[src/rtl/fir_coeff_loader_if.sv]
// AXI-Lite snoop inputs and the coefficient stream towards the FIR core.
// Stream rule: a beat transfers on a rising clk edge where coeff_valid && coeff_ready; while
// coeff_valid is high and coeff_ready is low, data/idx/ch/last hold and valid never drops.
interface fir_coeff_loader_if #(
  parameter int COEFF_W  = 16,
  parameter int MAX_TAPS = 16,
  parameter int NUM_CH   = 2
);
  localparam int IDX_W = $clog2(MAX_TAPS);
  localparam int CH_W  = (NUM_CH > 1) ? $clog2(NUM_CH) : 1;

  logic               S_AXI_AWREADY;
  logic               S_AXI_AWVALID;
  logic [31:0]        S_AXI_AWADDR;
  logic               S_AXI_WREADY;
  logic               S_AXI_WVALID;
  logic [31:0]        S_AXI_WDATA;
  logic               coeff_valid;
  logic               coeff_ready;
  logic [COEFF_W-1:0] coeff_data;
  logic [IDX_W-1:0]   coeff_idx;
  logic [CH_W-1:0]    coeff_ch;
  logic               coeff_last;

  modport master (
    input  S_AXI_AWREADY, S_AXI_AWVALID, S_AXI_AWADDR,
    input  S_AXI_WREADY, S_AXI_WVALID, S_AXI_WDATA,
    input  coeff_ready,
    output coeff_valid, coeff_data, coeff_idx, coeff_ch, coeff_last
  );

  modport slave (
    output S_AXI_AWREADY, S_AXI_AWVALID, S_AXI_AWADDR,
    output S_AXI_WREADY, S_AXI_WVALID, S_AXI_WDATA,
    output coeff_ready,
    input  coeff_valid, coeff_data, coeff_idx, coeff_ch, coeff_last
  );
endinterface

[src/rtl/fir_coeff_loader.sv]
// Snoops AXI-Lite writes into per-channel coefficient shadow RAMs and streams a channel
// to the FIR core on a commit edge.
module fir_coeff_loader #(
  parameter int          MAX_TAPS   = 16,
  parameter int          COEFF_W    = 16,
  parameter int          NUM_CH     = 2,
  parameter logic [31:0] COEFF_BASE = 32'h0000_0100
) (
  input  logic                          clk,
  input  logic                          rst,
  input  logic [31:0]                   control_reg,
  fir_coeff_loader_if.master            bus,
  output logic                          busy,
  output logic                          load_done,
  output logic                          err_range,
  output logic                          err_busy,
  output logic [$clog2(MAX_TAPS):0]     wr_count,
  output logic [1:0]                    fsm_state
);
  localparam int IDX_W = $clog2(MAX_TAPS);
  localparam int CH_W  = (NUM_CH > 1) ? $clog2(NUM_CH) : 1;
  localparam logic [31:0]    WIN_BYTES = 32'(4 * MAX_TAPS);
  localparam logic [31:0]    DEC_BYTES = 32'(8 * MAX_TAPS);
  localparam logic [IDX_W:0] WC_MAX    = (IDX_W + 1)'(MAX_TAPS);

  typedef enum logic [1:0] {IDLE, FETCH, STREAM, DONE} state_t;
  state_t state;

  logic load_en, clr_err;
  logic [3:0]  ch_raw;
  logic [31:0] nt32;
  assign load_en = control_reg[1];
  assign clr_err = control_reg[3];
  assign ch_raw  = control_reg[7:4];
  assign nt32    = {24'd0, control_reg[15:8]};

  logic unused_ctrl;
  assign unused_ctrl = ^{control_reg[31:16], control_reg[0]};

  // Capture: a handshake in the pairing cycle re-arms its flag (set beats clear)
  logic        aw_hs, w_hs, aw_pend, w_pend, pair;
  logic [31:0] aw_addr_q, w_data_q;
  assign aw_hs = bus.S_AXI_AWVALID && bus.S_AXI_AWREADY;
  assign w_hs  = bus.S_AXI_WVALID && bus.S_AXI_WREADY;
  assign pair  = aw_pend && w_pend;

  always_ff @(posedge clk) begin
    if (rst) begin
      aw_pend   <= 1'b0;
      w_pend    <= 1'b0;
      aw_addr_q <= '0;
      w_data_q  <= '0;
    end else begin
      if (aw_hs) begin
        aw_addr_q <= bus.S_AXI_AWADDR;
        aw_pend   <= 1'b1;
      end else if (pair) begin
        aw_pend <= 1'b0;
      end
      if (w_hs) begin
        w_data_q <= bus.S_AXI_WDATA;
        w_pend   <= 1'b1;
      end else if (pair) begin
        w_pend <= 1'b0;
      end
    end
  end

  // Decode of the formed pair against the tap window and the wider error window
  logic [31:0]       off;
  logic              above_base, in_dec, in_win, ch_ok, dec_hit;
  logic              do_write, set_busy, set_range;
  logic [IDX_W-1:0]  wr_idx;
  logic [CH_W-1:0]   sel_ch;
  assign off        = aw_addr_q - COEFF_BASE;
  assign above_base = aw_addr_q >= COEFF_BASE;
  assign in_dec     = above_base && (off < DEC_BYTES);
  assign in_win     = above_base && (aw_addr_q[1:0] == 2'b00) && (off < WIN_BYTES);
  assign ch_ok      = {28'd0, ch_raw} < 32'(NUM_CH);
  assign sel_ch     = ch_ok ? ch_raw[CH_W-1:0] : '0;
  assign wr_idx     = off[IDX_W+1:2];
  assign dec_hit    = pair && load_en && in_dec;
  assign do_write   = dec_hit && in_win && ch_ok && (state == IDLE);
  assign set_busy   = dec_hit && in_win && ch_ok && (state != IDLE);
  assign set_range  = dec_hit && !(in_win && ch_ok);

  logic unused_wdata;
  assign unused_wdata = ^w_data_q;

  logic [COEFF_W-1:0] shadow [NUM_CH][MAX_TAPS];
  always_ff @(posedge clk) begin
    if (do_write) shadow[sel_ch][wr_idx] <= w_data_q[COEFF_W-1:0];
  end

  // Stream-side registers
  logic               commit_q, commit_edge, valid_q, last_flag;
  logic [IDX_W-1:0]   idx_q, last_q, last_cmb, rd_idx;
  logic [CH_W-1:0]    ch_q, rd_ch;
  logic [COEFF_W-1:0] rd_data;
  assign commit_edge = control_reg[2] && !commit_q;
  assign last_cmb = ((nt32 == 32'd0) || (nt32 > 32'(MAX_TAPS))) ? IDX_W'(MAX_TAPS - 1)
                                                                : IDX_W'(nt32 - 32'd1);

  // Read address runs one step ahead so the next beat is ready on the cycle after a handshake
  always_comb begin
    rd_ch  = ch_q;
    rd_idx = idx_q;
    case (state)
      IDLE:   begin
        rd_ch  = sel_ch;
        rd_idx = '0;
      end
      STREAM: if (bus.coeff_ready && (idx_q != last_q)) rd_idx = idx_q + 1'b1;
      default: ;
    endcase
  end

  always_ff @(posedge clk) begin
    if (rst) rd_data <= '0;
    else     rd_data <= shadow[rd_ch][rd_idx];
  end

  always_ff @(posedge clk) begin
    if (rst) begin
      state     <= IDLE;
      commit_q  <= 1'b0;
      valid_q   <= 1'b0;
      last_flag <= 1'b0;
      idx_q     <= '0;
      last_q    <= '0;
      ch_q      <= '0;
      busy      <= 1'b0;
      load_done <= 1'b0;
    end else begin
      commit_q  <= control_reg[2];
      load_done <= 1'b0;
      case (state)
        IDLE: if (commit_edge) begin
          state  <= FETCH;
          busy   <= 1'b1;
          ch_q   <= sel_ch;
          last_q <= last_cmb;
          idx_q  <= '0;
        end
        FETCH: begin
          state     <= STREAM;
          valid_q   <= 1'b1;
          last_flag <= (last_q == '0);
        end
        STREAM: if (bus.coeff_ready) begin
          if (idx_q == last_q) begin
            state     <= DONE;
            valid_q   <= 1'b0;
            last_flag <= 1'b0;
            load_done <= 1'b1;
          end else begin
            idx_q     <= idx_q + 1'b1;
            last_flag <= ((idx_q + 1'b1) == last_q);
          end
        end
        default: begin
          state <= IDLE;
          busy  <= 1'b0;
        end
      endcase
    end
  end

  always_ff @(posedge clk) begin
    if (rst) begin
      wr_count  <= '0;
      err_range <= 1'b0;
      err_busy  <= 1'b0;
    end else begin
      if (state == DONE)                     wr_count <= '0;
      else if (do_write && wr_count != WC_MAX) wr_count <= wr_count + 1'b1;
      if (set_range)    err_range <= 1'b1;
      else if (clr_err) err_range <= 1'b0;
      if (set_busy)     err_busy <= 1'b1;
      else if (clr_err) err_busy <= 1'b0;
    end
  end

  assign bus.coeff_valid = valid_q;
  assign bus.coeff_data  = rd_data;
  assign bus.coeff_idx   = idx_q;
  assign bus.coeff_ch    = ch_q;
  assign bus.coeff_last  = last_flag;
  assign fsm_state       = state;
endmodule
[src/flat_wrapper.sv]
// flat-port wrapper written by rule: the top's interface ports become plain ports
module fir_coeff_loader_flat 
#(
  parameter int          MAX_TAPS   = 16,
  parameter int          COEFF_W    = 16,
  parameter int          NUM_CH     = 2,
  parameter logic [31:0] COEFF_BASE = 32'h0000_0100
)
  (clk, rst, control_reg, busy, load_done, err_range, err_busy, wr_count, fsm_state, bus_S_AXI_AWREADY, bus_S_AXI_AWVALID, bus_S_AXI_AWADDR, bus_S_AXI_WREADY, bus_S_AXI_WVALID, bus_S_AXI_WDATA, bus_coeff_ready, bus_coeff_valid, bus_coeff_data, bus_coeff_idx, bus_coeff_ch, bus_coeff_last);
  fir_coeff_loader_if #(.COEFF_W(COEFF_W), .MAX_TAPS(MAX_TAPS), .NUM_CH(NUM_CH)) bus_i ();
  input  logic clk;
  input  logic rst;
  input  logic [31:0] control_reg;
  output logic busy;
  output logic load_done;
  output logic err_range;
  output logic err_busy;
  output logic [$clog2(MAX_TAPS):0] wr_count;
  output logic [1:0] fsm_state;
  input wire logic [$bits(bus_i.S_AXI_AWREADY)-1:0] bus_S_AXI_AWREADY;
  input wire logic [$bits(bus_i.S_AXI_AWVALID)-1:0] bus_S_AXI_AWVALID;
  input wire logic [$bits(bus_i.S_AXI_AWADDR)-1:0] bus_S_AXI_AWADDR;
  input wire logic [$bits(bus_i.S_AXI_WREADY)-1:0] bus_S_AXI_WREADY;
  input wire logic [$bits(bus_i.S_AXI_WVALID)-1:0] bus_S_AXI_WVALID;
  input wire logic [$bits(bus_i.S_AXI_WDATA)-1:0] bus_S_AXI_WDATA;
  input wire logic [$bits(bus_i.coeff_ready)-1:0] bus_coeff_ready;
  output wire logic [$bits(bus_i.coeff_valid)-1:0] bus_coeff_valid;
  output wire logic [$bits(bus_i.coeff_data)-1:0] bus_coeff_data;
  output wire logic [$bits(bus_i.coeff_idx)-1:0] bus_coeff_idx;
  output wire logic [$bits(bus_i.coeff_ch)-1:0] bus_coeff_ch;
  output wire logic [$bits(bus_i.coeff_last)-1:0] bus_coeff_last;
  assign bus_i.S_AXI_AWREADY = bus_S_AXI_AWREADY;
  assign bus_i.S_AXI_AWVALID = bus_S_AXI_AWVALID;
  assign bus_i.S_AXI_AWADDR = bus_S_AXI_AWADDR;
  assign bus_i.S_AXI_WREADY = bus_S_AXI_WREADY;
  assign bus_i.S_AXI_WVALID = bus_S_AXI_WVALID;
  assign bus_i.S_AXI_WDATA = bus_S_AXI_WDATA;
  assign bus_i.coeff_ready = bus_coeff_ready;
  assign bus_coeff_valid = bus_i.coeff_valid;
  assign bus_coeff_data = bus_i.coeff_data;
  assign bus_coeff_idx = bus_i.coeff_idx;
  assign bus_coeff_ch = bus_i.coeff_ch;
  assign bus_coeff_last = bus_i.coeff_last;
  fir_coeff_loader #(.MAX_TAPS(MAX_TAPS), .COEFF_W(COEFF_W), .NUM_CH(NUM_CH), .COEFF_BASE(COEFF_BASE)) u_core (.clk(clk), .rst(rst), .control_reg(control_reg), .bus(bus_i), .busy(busy), .load_done(load_done), .err_range(err_range), .err_busy(err_busy), .wr_count(wr_count), .fsm_state(fsm_state));
endmodule
[config.mk]
export PLATFORM = sky130hd
export DESIGN_NAME = fir_coeff_loader_flat
export DESIGN_NICKNAME = d
export VERILOG_FILES = /design/src/rtl/fir_coeff_loader_if.sv /design/src/rtl/fir_coeff_loader.sv /design/src/flat_wrapper.sv
export SDC_FILE = /design/constraint.sdc
export NUM_CORES = 1
export LEC_CHECK = 0
export ABC_CLOCK_PERIOD_IN_PS = 4200
export CAP_MARGIN = 10
export CORE_MARGIN = 4
export CORE_UTILIZATION = 59
export CTS_BUF_LIST = sky130_fd_sc_hd__clkbuf_8 sky130_fd_sc_hd__clkbuf_16
export CTS_CLUSTER_SIZE = 20
export DETAILED_ROUTE_END_ITERATION = 12
export PLACE_DENSITY_LB_ADDON = 0.3
export SYNTH_ARGS = -nofsm -noshare
export SYNTH_HDL_FRONTEND = slang
export SYNTH_SLANG_ARGS = --single-unit
export TNS_END_PERCENT = 5
[constraint.sdc]
create_clock -name clk -period 4.2 [get_ports clk]
set_input_delay 0.84 -clock clk [delete_from_list [all_inputs] [get_ports clk]]
set_output_delay 0.84 -clock clk [all_outputs]
set_load 0.05 [all_outputs]
==> results.md, run 1 <==
* Status: finished clean
* Mapped Nets at 1787
* Core area at 39640 sq um
* Pwr/cell area at 468.8 nW/um^2
* Die width at 208.2 um
* RSZ-0062 raised after global routing: false
* CP cell instances: xor2_1 > o41ai_4 > mux2i_4 > buf_12 > mux4_2 > and3_1 > a211oi_1 > nand3_1
* Max-cap violations at 0
* Area growth syn-to-layout at 17.25%
* FF-to-FF path depth at 8
* Num CTS Buffers at 57
* Slowest-stage cell, CP: o41ai_4
* Initial core utilization at 59.66%
* R2R Path Start: u_core.bus.coeff_idx[2]
* Post-synth ARST share at 0%
* Via density at 6.223
* Worst Setup SP: u_core.bus.coeff_idx[2]
* Fin cells at 2405
* Layout cell share with drive strength beyond 1 at 12.02%
* Clock Skews at 0.01793 ns
* Worst EP required at 4.64 ns
* Relative slew slack at 13.51%
* Die height at 208.2 um
* Number of enable flip-flop cells after synthesis at 512
* Final #Nets at 1944
* Synthesized area per cell at 14.11 sq um
* Synth Warn # at 0
* CTS root buf: clkbuf_16
* CP Data Arrival Time at 4.12 ns
* Post-synthesis sequential area ratio at 72.54%
* Final WL at 57980 um
* R2r endpoint: u_core.bus.coeff_data[0]
* DR pass1 iterations at 5
* CP Launch Type: register
* Worst hold slack at 0.4540 ns
* Antenna diodes at 0
* Tmin final at 3.681 ns
* Cells after synthesis at 1676
* Tightest Pin Transition at 1.296 ns
* Largest net degree at the start of global routing at 69
* Hold_sp: u_core.aw_addr_q[31]
* Commonest register cell after synthesis: edfxtp_1
* Worst hold endpoint: u_core.aw_addr_q[31]
* Hold-fix buffers at CTS at 0
* Setup Fix Bufs, Post-CTS at 0
* # setup viols final at 0
* DIE AREA at 43350 sq um
* DR iter-0 viols at 1606
* Worst setup margin at 0.5192 ns
* FF+latch count, synth at 601
* Placed cell area at 25810 sq um
* CP max FO at 67
* Post-route ant nets at 0
* CP endpoint kind: register
* WP buf/inv at 1
* Hold Path Depth at 2
* Fillers at 2612
* Io pins at 137
* Routed length per instance at 24.11 um
* Worst vdd ir at 391.6 uV
* Clk sinks at 601
* Clock Path Buffers at 3
* GR Util All Layers at 26.36%
* Via count at 14970
* Leakage at 9.548 nW
* H-tree depth at 2
* First-pass GRT wire length at 87770 um
* Worst min path class: reg -> reg
* Crit Path Class: reg -> reg
* Total negative slack at 0 ns
* Setup slack, reg-to-reg at 0.52 ns
* Final hold viol count at 0
* Number of port buffers at 103
* Row count at 73
* Post-cts resize count at 0
* Synth unique cells at 55
* Clock-pin slew on the worst setup and hold paths at 0.06 ns
* Placement Setup Slack at 0.1349 ns
* DRC at 0
* TritonCTS clock tree: done
* HPWL after DPL at 34380 um
* Vias in the first global route at 15050
* FMAX at 271.7 MHz
* Non-Filler Cell Area, Final at 27730 sq um
* Initial antenna violation count at 4
* Dpl cells at 2295
* Clk_lat worst skew at 0.61 ns
* Synth Cell Area at 23650 sq um
* CP max stage delay at 0.79 ns
* RD Place Congestion at 0.8589
* Period utilization at 87.64%
* Top delay family on crit path: compound AO/OA/AOI/OAI gates
* Slew Limit Fails at 0
* GRT overflow at 0
==> cell type report <==
class	instances	area, sq um	share of cell area [%]
Sequential cell	601	17160	61.87
Tap cell	525	656.9	2.369
Timing Repair Buffer	192	2012	7.255
Multi-Input combinational cell	972	6063	21.87
Inverter	9	33.78	0.1218
Clock buffer	62	1495	5.392
Clock inverter	44	312.8	1.128
==> worst max path at each step <==
stage / end / cells past startpoint / slack [ns]
after floorplan: u_core.bus.coeff_data[13] / 10 / 0.65
after detailed placement: u_core.shadow[1][145] / 9 / 0.13
final: u_core.bus.coeff_data[0] / 8 / 0.52
after CTS: u_core.bus.coeff_data[0] / 8 / 0.60
after global placement: u_core.shadow[0][201] / 9 / 0.19
after global routing: u_core.shadow[0][180] / 8 / 0.33
==> flip-flops by register name (all words and copies together) (netlist names), 2 cells and up <==
register	flops
u_core.aw_addr_q	32
u_core.bus.coeff_idx	4
u_core.bus.coeff_data	16
u_core.w_data_q	16
u_core.shadow	512
u_core.wr_count	5
u_core.fsm_state	2
u_core.last_q	4
==> power breakdown <==
group,total [mW],internal (mW),switching [mW]
Clock,4.92,2.79,2.13
Sequential,6.61,6.52,0.0835
Combinational,1.47,0.558,0.911
==> Yosys cell counts (7+ instances only) <==
| library cell | instances | share of area, % |
|---|---|---|
| inv_1 | 9 | 0.14 |
| a32oi_1 | 9 | 0.33 |
| nor3_1 | 22 | 0.47 |
| mux4_2 | 41 | 3.9 |
| dfxtp_1 | 89 | 7.5 |
| a22o_1 | 11 | 0.41 |
| mux2i_1 | 43 | 1.8 |
| a32o_1 | 11 | 0.47 |
| xnor2_1 | 13 | 0.48 |
| and3_1 | 39 | 1.0 |
| a2111oi_0 | 13 | 0.48 |
| buf_1 | 12 | 0.19 |
| a31oi_1 | 36 | 0.95 |
| a21oi_1 | 65 | 1.4 |
| nor4_1 | 11 | 0.29 |
| a22oi_1 | 17 | 0.54 |
| ha_1 | 8 | 0.42 |
| nand2b_1 | 7 | 0.19 |
| and2_1 | 8 | 0.21 |
| nand4bb_1 | 11 | 0.52 |
| clkbuf_1 | 58 | 0.92 |
| nand4_1 | 19 | 0.50 |
| edfxtp_1 | 512 | 65 |
| mux2_2 | 8 | 0.38 |
| buf_6 | 7 | 0.33 |
| nand3_1 | 68 | 1.4 |
| nand2_1 | 385 | 6.1 |
| nor2_1 | 64 | 1.0 |
| buf_2 | 16 | 0.34 |
==> placed cells by master (no fill, tap or decap), types with 6 or more instances in the layout <==
master             n
edfxtp_1         512
nand2_1          385
clkdlybuf4s50_1  102
dfxtp_1           89
nand3_1           68
buf_4             66
a21oi_1           65
nor2_1            63
clkbuf_16         57
mux2i_1           42
mux4_2            41
and3_1            39
a31oi_1           36
inv_1             27
nor3_1            21
nand4_1           19
buf_12            19
a22oi_1           17
a2111oi_0         13
xnor2_1           13
nor4_1            11
a22o_1            11
a32o_1            11
nand4bb_1         11
clkinv_2          10
a32oi_1            9
clkinv_1           9
and2_1             8
ha_1               8
nand2b_1           7
mux2_2             7
xor2_1             6
o21ai_0            6
==> cell families (layout without fill, tap and decap cells) <==
logic type                 after synthesis  in the layout  share of synthesized area [%]
AOI/OAI and AO/OA                      194            194                          5.671
DFF                                    601            601                          72.54
and+or+nand+nor                        658            658                          12.54
xor gates and xnor gates                19             19                         0.7036
muxes                                   93             93                          6.163
adders and majority gates                8              8                         0.4233
buffers and inverters                  103            307                          1.957
==> worst min-delay path, delay by kind of cell, from the launching register on <==
family	cells	cell delay, ns
flip-flops	1	0.31
AND/OR/NAND/NOR	1	0.05
AO/OA/AOI/OAI	1	0.05
==> per-layer routing <==
layer / vias to the layer above / wire, um / global-route usage (%)
li1: 6626 / - / -
met1: 7476 / 22030 / 36.38
met2: 772 / 28460 / 43.27
met3: 92 / 5808 / 4.704
met4: 0 / 1688 / 8.811
met5: - / 0 / 0
==> stage by stage <==
step                      utilization (%)  power, mW
after floorplan                         -      7.679
after global placement              65.12      8.137
after detailed placement            65.12      8.171
after CTS                           69.68      13.04
after global routing                69.95      13.42
final                               69.95      13.00
Power figures use the tool's default switching activity.
==> run 2, diff against run 1 <==
- CORE_MARGIN: 4 -> not set
==> results.md, run 2 (synthesis results as in run 1) <==
* Most common cell after layout, fill and taps aside: edfxtp_1
* Area growth syn-to-layout at 17.26% (about the same)
* Most frequent cells in the layout: edfxtp_1, nand2_1, clkdlybuf4s50_1, dfxtp_1, buf_4
* GRT overflow at 0 (unchanged)
* Placement Setup Slack at 0.09782 ns (-0.03709 ns)
* First-pass GRT wire length at 87330 um (-0.51%)
* GR Util All Layers at 28.64% (+2.3 points)
* Max-cap violations at 0 (unchanged)
* Slowest-stage cell, CP: nor4_1
* Die width at 202.2 um (-2.9%)
* # setup viols final at 0 (unchanged)
* Non-Filler Cell Area, Final at 27730 sq um (about the same)
* Vias in the first global route at 15010 (-0.29%)
* Clock-pin slew on the worst setup and hold paths at 0.06 ns (about the same)
* Clk_lat worst skew at 0.63 ns (+0.02 ns)
* HPWL after DPL at 33810 um (-1.7%)
* Final #Nets at 1944 (unchanged)
* Fillers at 2501 (-4.2%)
* DRC at 0 (unchanged)
* Worst setup margin at 0.5902 ns (+0.07095 ns)
* Clock Path Buffers at 3 (unchanged)
* Placed cell area at 25760 sq um (-0.20%)
* H-tree depth at 2 (unchanged)
* FMAX at 277.0 MHz (+2.0%)
* CP Launch Type: register
* CTS root buf: clkbuf_16
* CP cell instances: nor4_1 > nand4_1 > a2111oi_0 > o2111ai_1 > nor2_1 > nand4_1 > nor2_1 > buf_4
* Final WL at 57640 um (-0.60%)
* Clock Skews at 0.03290 ns (+0.01497 ns)
* Tmin final at 3.610 ns (-0.07095 ns)
* DIE AREA at 40890 sq um (-5.7%)
* Num CTS Buffers at 56 (-1.8%)
* Clk sinks at 601 (unchanged)
* Max reg flops at 512 (unchanged)
* RD Place Congestion at 0.9135 (+6.4%)
* Top flop regs: u_core.shadow (512), u_core.aw_addr_q (32)
* Final hold viol count at 0 (unchanged)
* CP Data Arrival Time at 3.90 ns (-0.22 ns)
* Period utilization at 85.95% (-1.7 points)
* Post-route ant nets at 0 (unchanged)
* Row count at 72 (-1.4%)
* Post-cts resize count at 0 (unchanged)
* R2R Path Start: u_core.aw_addr_q[11]
* CP endpoint: u_core.shadow[1][13]
* Worst EP required at 4.49 ns (-0.15 ns)
* Worst hold slack at 0.4534 ns (-0.0005840 ns)
* RSZ-0062 raised after global routing: false
* Setup Fix Bufs, Post-CTS at 0 (unchanged)
* Via density at 6.254 (+0.51%)
* DR iter-0 viols at 1857 (+16%)
* Pwr/cell area at 479.0 nW/um^2 (+2.2%)
* Core area at 39100 sq um (-1.4%)
* Slew Limit Fails at 0 (unchanged)
* Fin cells at 2401 (-0.17%)
* Number of port buffers at 103 (unchanged)
* Worst min path class: reg -> reg
* CP max FO at 12 (-82%)
* Largest net degree at the start of global routing at 69 (unchanged)
* Leakage at 9.535 nW (-0.14%)
* Setup slack, reg-to-reg at 0.59 ns (+0.07 ns)
* Io pins at 137 (unchanged)
* Routed length per instance at 24.00 um (-0.43%)
* Tightest Pin Transition at 1.296 ns (+0.0001238 ns)
* Status: finished clean
* CP max stage delay at 0.58 ns (-0.21 ns)
* R2r endpoint: u_core.shadow[1][13]
* Initial core utilization at 60.49% (+0.83 points)
* CP endpoint kind: register
* Worst vdd ir at 361.5 uV (-7.7%)
* Worst Setup SP: u_core.aw_addr_q[11]
* DR pass1 iterations at 9 (+4)
* FF-to-FF path depth at 8 (unchanged)
* Relative slew slack at 13.50% (about the same)
* Hold-fix buffers at CTS at 0 (unchanged)
* Layout cell share with drive strength beyond 1 at 12.33% (+0.31 points)
* Via count at 15020 (+0.34%)
* Dpl cells at 2291 (-0.17%)
* Initial antenna violation count at 3 (-1)
* Crit Path Class: reg -> reg
* TritonCTS clock tree: done
* Most flops, register: u_core.shadow
* Die height at 202.2 um (-2.9%)
* Total negative slack at 0 ns (unchanged)
==> run 2: worst min path at each step <==
stage	slack, ns	depth (start not counted)	endpoint	startpoint
3_3_place_gp	0.44	2	u_core.aw_addr_q[31]	u_core.aw_addr_q[31]
6_report	0.45	2	u_core.aw_addr_q[14]	u_core.aw_addr_q[14]
4_1_cts	0.46	2	u_core.aw_addr_q[14]	u_core.aw_addr_q[14]
2_1_floorplan	0.43	2	u_core.aw_addr_q[31]	u_core.aw_addr_q[31]
3_5_place_dp	0.45	2	u_core.aw_addr_q[14]	u_core.aw_addr_q[14]
5_1_grt	0.48	2	u_core.w_data_q[9]	u_core.w_data_q[9]
==> run 2: layout make-up <==
class                           count  area (sq um)  area share (%)
Clock buffer                       57          1426           5.143
Multi-Input combinational cell    972          6061           21.86
Antenna cell                        2         5.005         0.01805
Inverter                            9         33.78          0.1218
Tap cell                          518         648.1           2.337
Clock inverter                     49         484.2           1.746
Sequential cell                   601         17160           61.87
Timing Repair Buffer              193          1917           6.912
==> run 2: report_power, final <==
part / leakage, nW / internal (mW) / switching [mW]
clock network: 0.971 / 3.03 / 2.21
registers: 5.45 / 6.52 / 0.0896
logic: 3.12 / 0.534 / 0.899
total: 9.53 / 10.1 / 3.20
==> run 2: per-layer routing <==
| metal | share of wire [%] | GRT usage [%] |
|---|---|---|
| met4 | 3.3 | 11.71 |
| met5 | 0.023 | 0 |
| met1 | 38 | 39.10 |
| met2 | 48 | 46.16 |
| met3 | 11 | 4.821 |
==> run 2: critical path: cells and delay by family (launching register included) <==
| family | cells | cell delay (ns) |
|---|---|---|
| DFF | 1 | 0.31 |
| buffers and inverters | 1 | 0.30 |
| AOI/OAI and AO/OA | 2 | 0.75 |
| and+or+nand+nor | 5 | 1.91 |
==> run 2: stage by stage <==
| step | total power, mW | utilization [%] |
|---|---|---|
| after global placement | 8.116 | 65.89 |
| after CTS | 13.31 | 70.78 |
| after floorplan | 7.679 | - |
| after global routing | 13.65 | 70.92 |
| after detailed placement | 8.150 | 65.89 |
| final | 13.28 | 70.93 |
==> run 3, diff against run 2 <==
- ABC_CLOCK_PERIOD_IN_PS: 4200 -> 4300
- CORE_UTILIZATION: 59 -> 60
- clock period: 4.2 -> 4.3 ns (I/O delays scaled with it)
==> results.md, run 3 (synthesis results as in run 1) <==
* Max reg flops at 512 (unchanged)
* Area growth syn-to-layout at 16.43%
* Crit Path Class: reg -> reg
* Core area at 38740 sq um (-0.92%)
* Relative slew slack at 14.96% (+1.5 points)
* Period utilization at 86.71% (+0.76 points)
* Hold-fix buffers at CTS at 0 (unchanged)
* DR pass1 iterations at 5 (-4)
* CP max stage delay at 0.80 ns (+0.22 ns)
* Worst vdd ir at 338.2 uV (-6.5%)
* Top flop regs: u_core.shadow (512), u_core.aw_addr_q (32)
* Clock-pin slew on the worst setup and hold paths at 0.06 ns (about the same)
* Clock Path Buffers at 3 (unchanged)
* Placement Setup Slack at 0.08444 ns (-0.01338 ns)
* RD Place Congestion at 0.8601 (-5.8%)
* Clock Skews at 0.02245 ns (-0.01045 ns)
* Post-route ant nets at 0 (unchanged)
* DR iter-0 viols at 1781 (-4.1%)
* Area occupied by registers at 17160 sq um (unchanged)
* Setup Fix Bufs, Post-CTS at 0 (unchanged)
* Total negative slack at 0 ns (unchanged)
* HPWL after DPL at 33460 um (-1.0%)
* Seq pwr share at 51.1% (+1.3 points)
* Dpl cells at 2275 (-0.70%)
* TritonCTS clock tree: done
* Slowest-stage cell, CP: o41ai_4
* Vias in the first global route at 14710 (-2.0%)
* R2R Path Start: u_core.bus.coeff_idx[2]
* Pwr/cell area at 459.3 nW/um^2 (-4.1%)
* Die width at 200.5 um (-0.83%)
* Final #Nets at 1930 (-0.72%)
* Antenna diodes at 0 (-2)
* Final WL at 57110 um (-0.91%)
* Max-cap violations at 0 (unchanged)
* Tmin final at 3.729 ns (+0.1188 ns)
* Combinational power share at 11.1% (+0.3 points)
* Fin cells at 2384 (-0.71%)
* Layout cell share with drive strength beyond 1 at 11.47% (-0.87 points)
* DRC at 0 (unchanged)
* Leakage at 9.407 nW (-1.3%)
* WP buf/inv at 2 (+1)
* FF-to-FF path depth at 8 (unchanged)
* Largest net degree at the start of global routing at 69 (unchanged)
* Worst hold slack at 0.4527 ns (-0.0006640 ns)
* DIE AREA at 40210 sq um (-1.6%)
* Most common cell after layout, fill and taps aside: edfxtp_1
* Via count at 14940 (-0.51%)
* Setup slack, reg-to-reg at 0.57 ns (-0.02 ns)
* CP Launch Type: register
* Multi-input gate area at 6063 sq um (about the same)
* Initial antenna violation count at 4 (+1)
* R2r endpoint: u_core.bus.coeff_data[13]
* Initial core utilization at 61.05% (+0.56 points)
* First-pass GRT wire length at 86010 um (-1.5%)
* CP max FO at 39 (+27)
* Tightest Pin Transition at 1.274 ns (-0.02188 ns)
* Fillers at 2468 (-1.3%)
* Clk sinks at 601 (unchanged)
* Worst min path class: reg -> reg
* Num CTS Buffers at 56 (unchanged)
* Switching share of power at 24.07% (about the same)
* Routed length per instance at 23.96 um (-0.21%)
* CTS root buf: clkbuf_16
* GRT overflow at 0 (unchanged)
* Most frequent cells in the layout: edfxtp_1, nand2_1, clkdlybuf4s50_1, dfxtp_1, nand3_1
* Row count at 72 (unchanged)
* Top delay family on crit path: compound AO/OA/AOI/OAI gates
* Status: finished clean
* Worst setup margin at 0.5714 ns (-0.01883 ns)
* CP Data Arrival Time at 4.16 ns (+0.26 ns)
* Die height at 200.5 um (-0.83%)
* H-tree depth at 2 (unchanged)
* P_int at 9.602 mW (-4.8%)
* Via density at 6.267 (+0.20%)
* Post-cts resize count at 0 (unchanged)
* Number of port buffers at 103 (unchanged)
* RSZ-0062 raised after global routing: false
* Hold Path Depth at 2 (unchanged)
* Worst hold endpoint: u_core.aw_addr_q[31]
* Switching Power at 3.044 mW (-4.8%)
* Final hold viol count at 0 (unchanged)
* CP cell instances: xor2_1 > o41ai_4 > mux2i_4 > buf_12 > buf_4 > mux4_2 > a22oi_1 > nand4b_1
* Worst EP required at 4.73 ns (+0.24 ns)
* CP endpoint kind: register
* FMAX at 268.2 MHz (-3.2%)
* Hold_sp: u_core.aw_addr_q[31]
* Clock power frac at 37.8% (-1.6 points)
* Io pins at 137 (unchanged)
* Most flops, register: u_core.shadow
* Clk_lat worst skew at 0.60 ns (-0.03 ns)
* Slew Limit Fails at 0 (unchanged)
* GR Util All Layers at 28.47% (-0.16 points)
* # setup viols final at 0 (unchanged)
run 3: cell count changes in the layout (fill, tap and decap cells not counted), moves of 2 or more:
cell       delta
diode_2       -2
buf_4        -17
clkinv_1      +4
bufinv_16     -4
run 3: per-layer routing:
layer,vias to the layer above,global-route usage [%],share of wire (%)
met5,-,0,0.023
met4,2,10.55,2.9
met3,99,4.886,10
met2,796,46.22,49
met1,7438,39.09,39
li1,6606,-,-
run 3: power by group through the flow:
stage                     clock, mW  combinational (mW)  sequential, mW
after CTS                      4.83                1.38            6.47
final                          4.78                1.41            6.46
after global placement            0                1.34            6.59
after floorplan                   0               0.797            6.70
after global routing           5.05                1.51            6.47
after detailed placement          0                1.37            6.59
run 3: worst max-delay path by stage:
| stage | startpoint | end | cells past startpoint |
|---|---|---|---|
| CTS | u_core.bus.coeff_idx[2] | u_core.bus.coeff_data[15] | 9 |
| global placement | control_reg[1] | u_core.shadow[1][146] | 9 |
| floorplan | u_core.fsm_state[0] | u_core.bus.coeff_data[13] | 10 |
| detailed placement | control_reg[1] | u_core.shadow[1][145] | 9 |
| global route | u_core.aw_addr_q[11] | u_core.shadow[0][227] | 8 |
| finish | u_core.bus.coeff_idx[2] | u_core.bus.coeff_data[13] | 8 |
run 3: per-stage QoR:
stage	instance area [sq um]	power (mW)	utilization, %
4_1_cts	27440	12.68	70.83
2_1_floorplan	23650	7.500	-
3_3_place_gp	25660	7.926	66.23
3_5_place_dp	25660	7.961	66.23
5_1_grt	27540	13.02	71.09
6_report	27540	12.65	71.09
run 3: tightest hold or removal path, delay by kind of cell, from the launching register on:
kind               cells  cell delay, ns
and+or+nand+nor        1            0.05
AOI/OAI and AO/OA      1            0.05
DFF                    1            0.30
run 3: layout make-up:
cell class / instances / area share (%)
tap: 518 / 2.354
clock buffer: 57 / 5.180
multi-input combinational: 972 / 22.02
sequential: 601 / 62.30
clock inverter: 48 / 1.295
inverter: 9 / 0.1227
timing repair buffer: 179 / 6.725
